[config.mk]
export PLATFORM = sky130hd
export DESIGN_NAME = dht11_frame_parser
export DESIGN_NICKNAME = d
export VERILOG_FILES = /design/src/rtl/dht11_pkg.sv /design/src/rtl/dht11_sync_edge.sv /design/src/rtl/dht11_frame_parser.sv
export SDC_FILE = /design/constraint.sdc
export NUM_CORES = 1
export LEC_CHECK = 0
export ABC_AREA = 1
export CORE_AREA = 3 3 116 118
export DETAILED_ROUTE_END_ITERATION = 12
export DIE_AREA = 0 0 119 121
export GPL_ROUTABILITY_DRIVEN = 0
export SYNTH_ARGS = -nofsm -noshare
export SYNTH_HDL_FRONTEND = slang
export SYNTH_SLANG_ARGS = --single-unit
[constraint.sdc]
create_clock -name clk -period 2.2 [get_ports clk]
set_input_delay 0.55 -clock clk [delete_from_list [all_inputs] [get_ports clk]]
set_output_delay 0.55 -clock clk [all_outputs]
set_load 0.01 [all_outputs]
[src/rtl/dht11_pkg.sv]
`default_nettype none
// ============================================================================
// Module   : dht11_pkg
// Brief    : Shared state encoding, frame width and checksum helper for the
//            DHT11 frame parser.
// Revision : 1.0 - initial release
// ============================================================================
package dht11_pkg;

  localparam int FRAME_BITS = 40;

  typedef enum logic [2:0] {
    IDLE      = 3'd0,
    WAIT_RESP = 3'd1,
    RESP_LOW  = 3'd2,
    RESP_HIGH = 3'd3,
    BIT_LOW   = 3'd4,
    BIT_HIGH  = 3'd5,
    DONE      = 3'd6
  } state_t;

  // Low byte must equal the 8-bit wrapped sum of the four data bytes.
  function automatic logic checksum_ok(input logic [FRAME_BITS-1:0] frame);
    logic [7:0] sum;
    sum = frame[39:32] + frame[31:24] + frame[23:16] + frame[15:8];
    return (sum == frame[7:0]);
  endfunction

endpackage
`default_nettype wire

[src/rtl/dht11_sync_edge.sv]
`default_nettype none
// ============================================================================
// Module   : dht11_sync_edge
// Brief    : Two-flop synchronizer for the DHT11 data line with single-cycle
//            rise/fall pulses derived from the synchronized level.
// Revision : 1.0 - initial release
// ============================================================================
module dht11_sync_edge (
  input  logic clk,
  input  logic rst,
  input  logic i_d,
  output logic o_level,
  output logic o_rise,
  output logic o_fall
);

  logic r_meta;
  logic r_sync;
  logic r_prev;

  // Flops reset to the idle-high line level so leaving reset makes no edge.
  always_ff @(posedge clk) begin
    if (rst) begin
      r_meta <= 1'b1;
      r_sync <= 1'b1;
      r_prev <= 1'b1;
    end else begin
      r_meta <= i_d;
      r_sync <= r_meta;
      r_prev <= r_sync;
    end
  end

  assign o_level = r_sync;
  assign o_rise  = r_sync & ~r_prev;
  assign o_fall  = ~r_sync & r_prev;

endmodule
`default_nettype wire

[src/rtl/dht11_frame_parser.sv]
`default_nettype none
// ============================================================================
// Module   : dht11_frame_parser
// Brief    : Times the DHT11 response and 40 data-bit pulses, decodes bits by
//            high-pulse width (MSB first) and publishes completed frames.
//            Optional checksum gating via macro DHT11_CHECKSUM_EN.
// Revision : 1.0 - initial release
// ============================================================================
module dht11_frame_parser
  import dht11_pkg::*;
#(
  parameter int CLKS_PER_US   = 100,
  parameter int ONE_THRESH_US = 45,
  parameter int TIMEOUT_US    = 200
) (
  input  logic                  clk,
  input  logic                  rst,
  input  logic                  en_set,
  input  logic                  inp,
  output logic [FRAME_BITS-1:0] out
);

  localparam logic [15:0] c_ONE_CLKS     = 16'(ONE_THRESH_US * CLKS_PER_US);
  localparam logic [15:0] c_TIMEOUT_CLKS = 16'(TIMEOUT_US * CLKS_PER_US);
  localparam logic [5:0]  c_LAST_BIT     = 6'(FRAME_BITS - 1);

  state_t                r_state;
  state_t                w_next;
  logic [FRAME_BITS-1:0] r_shift;
  logic [5:0]            r_bit_cnt;
  logic [15:0]           r_cnt;
  logic                  w_level;
  logic                  w_rise;
  logic                  w_fall;
  logic                  w_timeout;
  logic                  w_shift_en;
  logic                  w_frame_ok;

  dht11_sync_edge u_sync (
    .clk     (clk),
    .rst     (rst),
    .i_d     (inp),
    .o_level (w_level),
    .o_rise  (w_rise),
    .o_fall  (w_fall)
  );

  assign w_timeout = (r_cnt >= c_TIMEOUT_CLKS);

  always_comb begin
    w_next = r_state;
    case (r_state)
      IDLE:      if (en_set) w_next = WAIT_RESP;
      WAIT_RESP: if (w_fall) w_next = RESP_LOW;
      RESP_LOW:  if (w_timeout) w_next = WAIT_RESP;
                 else if (w_rise) w_next = RESP_HIGH;
      RESP_HIGH: if (w_timeout) w_next = WAIT_RESP;
                 else if (w_fall) w_next = BIT_LOW;
      BIT_LOW:   if (w_timeout) w_next = WAIT_RESP;
                 else if (w_rise) w_next = BIT_HIGH;
      BIT_HIGH:  if (w_timeout) w_next = WAIT_RESP;
                 else if (w_fall) w_next = (r_bit_cnt == c_LAST_BIT) ? DONE : BIT_LOW;
      DONE:      w_next = WAIT_RESP;
      default:   w_next = IDLE;
    endcase
    // Disable overrides everything, including a frame completing this cycle.
    if (!en_set) w_next = IDLE;
  end

  assign w_shift_en = (r_state == BIT_HIGH) && ((w_next == BIT_LOW) || (w_next == DONE));

`ifdef DHT11_CHECKSUM_EN
  assign w_frame_ok = checksum_ok(r_shift);
`else
  assign w_frame_ok = 1'b1;
`endif

  always_ff @(posedge clk) begin
    if (rst) begin
      r_state   <= IDLE;
      r_shift   <= '0;
      r_bit_cnt <= '0;
      r_cnt     <= '0;
      out       <= '0;
    end else begin
      r_state <= w_next;
      if (w_next != r_state) r_cnt <= '0;
      else if (r_cnt != 16'hFFFF) r_cnt <= r_cnt + 16'd1;

      if (w_shift_en) begin
        r_shift   <= {r_shift[FRAME_BITS-2:0], (r_cnt >= c_ONE_CLKS)};
        r_bit_cnt <= r_bit_cnt + 6'd1;
      end else if ((w_next == WAIT_RESP) || (w_next == IDLE)) begin
        r_shift   <= '0;
        r_bit_cnt <= '0;
      end

      if ((r_state == DONE) && (w_next == WAIT_RESP) && w_frame_ok) out <= r_shift;
    end
  end

  logic w_unused;
  assign w_unused = w_level;

endmodule
`default_nettype wire

Yosys cells after proc, flatten, opt, wreduce, memory -nomap -nowiden
Index checks and enable logic that the tools add are counted.
{"block": "totals", "reg_bits": 108, "input_bits": 4, "wordCells": 53}
{"block": "op_classes", "n_addsub": 2, "magnitude_cmp": 2, "n_eq_ne": 12, "n_mux": 16, "n_bitwise": 4, "reduce_logical": 9}
{"cell": "$mux 40", "count": 2}
{"cell": "$mux 3", "count": 10}
{"cell": "$pmux 3 s6", "count": 1}
{"cell": "$add 16x1->16 const B", "count": 1}
{"cell": "$ge 16x13->1 const B", "count": 1}
{"cell": "$ge 16x15->1 const B", "count": 1}
{"cell": "$ne 16x16->1 const B", "count": 1}
{"cell": "$eq 3x3->1 const B", "count": 5}
{"cell": "$mux 6", "count": 2}
{"cell": "$add 6x1->6 const B", "count": 1}
{"cell": "$eq 3x1->1 const B", "count": 2}
{"cell": "$eq 3x2->1 const B", "count": 2}
{"cell": "$eq 6x6->1 const B", "count": 1}
{"cell": "$logic_not 3->1", "count": 2}
{"cell": "$reduce_or 2->1", "count": 2}
{"cell": "$ne 3x3->1", "count": 1}
{"cell": "$and 1x1->1", "count": 2}
{"cell": "$logic_and 1x1->1", "count": 2}
{"cell": "$logic_or 1x1->1", "count": 2}
{"cell": "$mux 2", "count": 1}
{"cell": "$not 1->1", "count": 2}
{"cell": "$reduce_bool 2->1", "count": 1}

Longest topological paths before layout
Gate-level depths: netlist of run 1.
{"block": "logic_depth", "depth_word": 10, "ltp_mapped": 15, "ltp_nobuf": 14}

Hierarchy
From an unflattened synthesis of run 1, not the netlist that was laid out.
{"block": "hier_totals", "cells_unflattened": 629, "hier_area_um2": 5159.9}
{"mod": "dht11_frame_parser", "n_inst": 1, "cells_each": 616, "area_each_um2": 5062.4, "seq_area_each_um2": 2102.0}
{"mod": "dht11_sync_edge", "n_inst": 1, "cells_each": 13, "area_each_um2": 97.6, "seq_area_each_um2": 60.1}

Worst setup path before layout of run 1
OpenSTA, ideal clock, no wires.
{"block": "synth_timing", "path_kind": "flip-flop to flip-flop", "startpoint": "register r_state[0]", "endpoint": "register r_shift[10]", "t_arrival_ns": 1.600, "slack_ns": 0.468, "path_stages_with_launch": 12, "n_path_buf": 3, "period_less_slack_ns": 1.732, "path_cell_list": "dfxtp_1 buf_2 inv_2 nand3_1 nand2_1 a21oi_1 a21boi_4 nand3_1 buf_4 buf_6 nand3_1 a21oi_1"}
{"block": "synth_via", "elab_chain_cells": 8}
{"item": "from (decl)", "line_no": "dht11_frame_parser.sv:27", "rtl": "state_t r_state;"}
{"item": "from (signal assigned)", "line_no": "dht11_frame_parser.sv:86", "rtl": "r_state <= w_next;"}
{"item": "$eq 3x3->1, or another cell as far along", "line_no": "dht11_frame_parser.sv:52", "rtl": "case (r_state)"}
{"item": "$reduce_or 2->1 (no line), or another cell as far along"}
{"item": "$pmux 3 s6", "line_no": "dht11_frame_parser.sv:52"}
{"item": "$mux 3", "line_no": "dht11_frame_parser.sv:67", "rtl": "if (!en_set) w_next = IDLE;"}
{"item": "$eq 3x3->1", "line_no": "dht11_frame_parser.sv:70", "rtl": "assign w_shift_en = (r_state == BIT_HIGH) && ((w_next == BIT_LOW) || (w_next == DONE));"}
{"item": "$logic_or 1x1->1", "line_no": "dht11_frame_parser.sv:70"}
{"item": "$logic_and 1x1->1", "line_no": "dht11_frame_parser.sv:70"}
{"item": "$mux 40 or $reduce_bool 2->1 (tied branches)"}
{"item": "to (signal assigned)", "line_no": "dht11_frame_parser.sv:91", "rtl": "r_shift <= {r_shift[FRAME_BITS-2:0], (r_cnt >= c_ONE_CLKS)};"}
{"item": "to (decl)", "line_no": "dht11_frame_parser.sv:29", "rtl": "logic [FRAME_BITS-1:0] r_shift;"}
Parallel ways exist; a longest one is shown, timed or not.
A chain may end at the register's enable or synchronous reset.

Worst setup path in the final report of run 1
{"block": "layout_timing", "startpoint": "register r_cnt[9]", "endpoint": "register r_cnt[3]"}
{"block": "layout_via", "elab_chain_cells": 6}
{"item": "from (decl)", "line_no": "dht11_frame_parser.sv:31", "rtl": "logic [15:0] r_cnt;"}
{"item": "from (signal assigned)", "line_no": "dht11_frame_parser.sv:88", "rtl": "else if (r_cnt != 16'hFFFF) r_cnt <= r_cnt + 16'd1;"}
{"item": "$ge 16x15->1", "line_no": "dht11_frame_parser.sv:48", "rtl": "assign w_timeout = (r_cnt >= c_TIMEOUT_CLKS);"}
{"item": "$mux 3, on equally long branches"}
{"item": "$pmux 3 s6", "line_no": "dht11_frame_parser.sv:52"}
{"item": "$mux 3", "line_no": "dht11_frame_parser.sv:67"}
{"item": "$ne 3x3->1", "line_no": "dht11_frame_parser.sv:87", "rtl": "if (w_next != r_state) r_cnt <= '0;"}
{"item": "$reduce_or 2->1 (no line)"}
Parallel ways exist; a longest one is shown, timed or not.

==> results by group, run 1 <==
Clock tree
  • CTS Buffer Depth: 2
  • Clk slew on worst S/H paths: roughly 0.070 ns
  • Hold Buf Count CTS: 0
  • CTS tree: built
  • Total CTS buffers: 9
  • CTS root buf: clkbuf_16
  • Clock sink count: 108
  • H-Tree Depth: 3
  • Skew-Pair Late Insertion Delay: between 0.3 and 0.4 ns

Critical path
  • CP max stage cell: dfxtp_1
  • Critical path's largest stage delay: ~0.42 ns
  • Kind of critical path: reg -> reg
  • FF-to-FF path depth: 14
  • Worst path most repeated cell: nand2_1
  • Flop2flop setup slack: 0.24 ns
  • CP max FO: 16
  • Crit path DAT: 2.22 ns
  • Worst-path cell chain: nand2_1 > inv_2 > nand2_1 > nand2_1 > nand2_2 > nand2_2 > inv_1 > nand2_1 > nand2_1 > nand2_1 > nand2_1 > nand2_1 > nand2_2 > nor3_1
  • CP required: approximately 2.5 ns
  • Critical path launch point type: flop
  • Worst Setup End Kind: flop

Die
  • DIE AREA: ~14,000 um2
  • Core area: about 13,000 um2
  • Std-Cell Rows: between 40 and 50
  • Die Height: about 120 um
  • Initial Util: between 30% and 40%
  • Die W: approximately 120 um
  • # IOs: 44

Timing
  • Max Freq: 510 MHz
  • Sum of negative setup slack: 0 ns
  • Fin. Hold Viols: 0
  • Final cycle utilization of the critical path: roughly 89%
  • Setup Skew: 0.00818 ns
  • Fin. max-slew vios: 0
  • Slew margin rel.: between 60% and 70%
  • Hold slack: 0.421 ns
  • Final Setup Violations: 0
  • Worst slew pin tran: around 0.46 ns
  • Fin crit period: 1.96 ns

Synth
  • Cells after synthesis: 690
  • Yosys reg bits: between 100 and 150
  • Post-synthesis cell type count: 31
  • Synthesized cell area: slightly below 5000 um2
  • Register area share after synthesis: 43.5%
  • Yosys Warn Count: 0
  • Syn Nets: 697
  • Syn Area/Cell: around 7 um2

Flow run
  • Max-cap violations: 0

Hold path
  • Hold path depth: 1
  • Hold WC Path Type: reg -> reg

Pwr
  • Switch share: between 20 and 25%
  • Internal Power: between 2 and 3 mW
  • Pleak: ~2.5 nW
  • Total power: roughly 3.7 mW
  • Net Switching: between 800 and 900 uW
  • Comb power frac: roughly 3.4%
  • Max IR drop VDD: between 0.0002 and 0.0003 V
  • Total power divided by cell area: roughly 630 nW/um2
  • Flop pwr share: 52.5%
  • Clock power share: between 40 and 50%

GRT
  • Vias in the first global route: ~4,200
  • First-pass GRT wire length: between 15,000 and 20,000 um
  • Number of antenna violations at the first check in global routing: 0
  • Congestion Overflow GR: 0
  • Largest net degree at the start of global routing: 45
  • GRT Total Usage: approximately 16%

Drt
  • Vias: between 4,000 and 5,000
  • Final wirelength: approximately 11,000 um
  • Routed len/inst: about 12 um
  • Antenna-violating nets left: 0
  • First-pass iteration count of the detailed router: 4
  • Residual DRC: 0
  • Initial DRC Count: approximately 350
  • Via-to-Cell Ratio: roughly 4.9

Cells and area
  • Ratio of cells with drive above 1 in the final layout: 9.89%
  • Ant. Diodes: 0
  • Fin nets: between 700 and 800
  • Area Growth Syn to Fin: 19.5%
  • Most frequent cells in the layout: 126 x nand2_1, 112 x nor2_1, 107 x dfxtp_1, 67 x nand3_1, 58 x inv_1
  • Utilization after layout: between 40% and 50%
  • Most common cell after layout, fill and taps aside: nand2_1
  • Final instance area: 5940 um2

Placed design
  • Count of buffers from port buffering: 43
  • Dpl cell area: 5610 um2
  • DP HPWL: 7040 um

Run status
  • Status: completed
-- cells by family (layout without fill, tap and decap cells) --
family	Yosys count	after routing	synth area share (%)
AOI/OAI and AO/OA	60	60	6.49
xor gates and xnor gates	13	13	2.29
adders and majority gates	3	3	0.755
buffers and inverters	112	150	10.2
and+or+nand+nor	394	394	36.8
DFF	108	108	43.5
-- layer usage --
metal / GRT usage (%) / wire length [um] / up-vias
met1: 21.0 / 5460 / 2014
met2: 25.2 / 4990 / 83
li1: - / - / 2311
met5: 0 / 0 / -
met3: 3.40 / 463 / 8
met4: 5.43 / 129 / 0
-- registers in the layout, indices dropped and copies added, names as in the netlist --
register and cells:
r_bit_cnt 6, r_cnt 16, r_shift 40, u_sync.r_meta 1
out 40, r_state 3, u_sync.o_level 1, u_sync.r_prev 1
-- critical path, delay by kind of cell (launching register included) --
family                 cells  cell delay (ns)
buffers and inverters      2             0.13
AND/OR/NAND/NOR           12             1.31
flip-flops                 1             0.42
-- cell usage after synthesis --
master    instances  area share (%)
or2_2             2            0.25
o21ai_0           4            0.40
a21boi_4          1            0.38
nand2_1         126             9.5
buf_4             3            0.45
nand3_2           2            0.40
nand4_1          47             5.9
nor3_2           10             2.0
nor3b_1           1            0.15
clkinv_1          1           0.075
a21oi_1          52             5.2
clkbuf_1         15             1.1
nand2_2           5            0.63
buf_2            18             1.8
buf_6             7             1.6
o221ai_1          1            0.18
o211ai_1          1            0.15
dfxtp_1         108              43
nand3_1          68             6.8
inv_1            58             4.4
ha_1              3            0.75
nor2_2            2            0.25
xor2_1           10             1.8
nor4_1            2            0.25
a211oi_1          1            0.15
nand3b_1          4            0.60
nor3_1           12             1.2
nor3_4            1            0.33
nor2_1          112             8.5
inv_2            10            0.75
xnor2_1           3            0.53
-- per-stage QoR --
| stage | std cells | setup WS, ns |
|---|---|---|
| 2_1_floorplan | 690 | 0.468 |
| 6_report | 900 | 0.239 |
| 3_3_place_gp | 882 | 0.0213 |
| 5_1_grt | 900 | -0.00603 |
| 3_5_place_dp | 882 | 0.0146 |
| 4_1_cts | 898 | 0.182 |
-- final timing paths --
path / start / to
min reg2reg: u_sync.r_meta / u_sync.o_level
max reg2reg: r_cnt[9] / r_cnt[3]
max: r_cnt[9] / r_cnt[3]
min: u_sync.r_meta / u_sync.o_level
-- timing repair --
action,CTS,global route
endpoints found under the setup margin,0,15
setup buffers,0,1
gates resized for setup,0,1
-- final cells by class --
cell class                 count  area (um2)
sequential                   108        2160
tap                          172         215
clock inverter                 4        55.1
multi-input combinational    470        2310
fill                        1281        6620
inverter                      69         259
timing repair buffer          65         696
clock buffer                  12         246
-- power by group through the flow --
stage / logic, mW / clock network (mW) / registers, mW
final: 0.129 / 1.65 / 1.97
after global routing: 0.144 / 1.79 / 1.97
after CTS: 0.130 / 1.71 / 1.97
after detailed placement: 0.130 / 0 / 2.01
after global placement: 0.128 / 0 / 2.01
after floorplan: 0.0894 / 0 / 2.01
(Power assumes the default switching activity.)
==> run 2, diff against run 1 <==
- CTS_CLUSTER_DIAMETER: not set -> 30
==> results of run 2 <==
No change in the layout: final DEF, timing and power equal those of run 1.
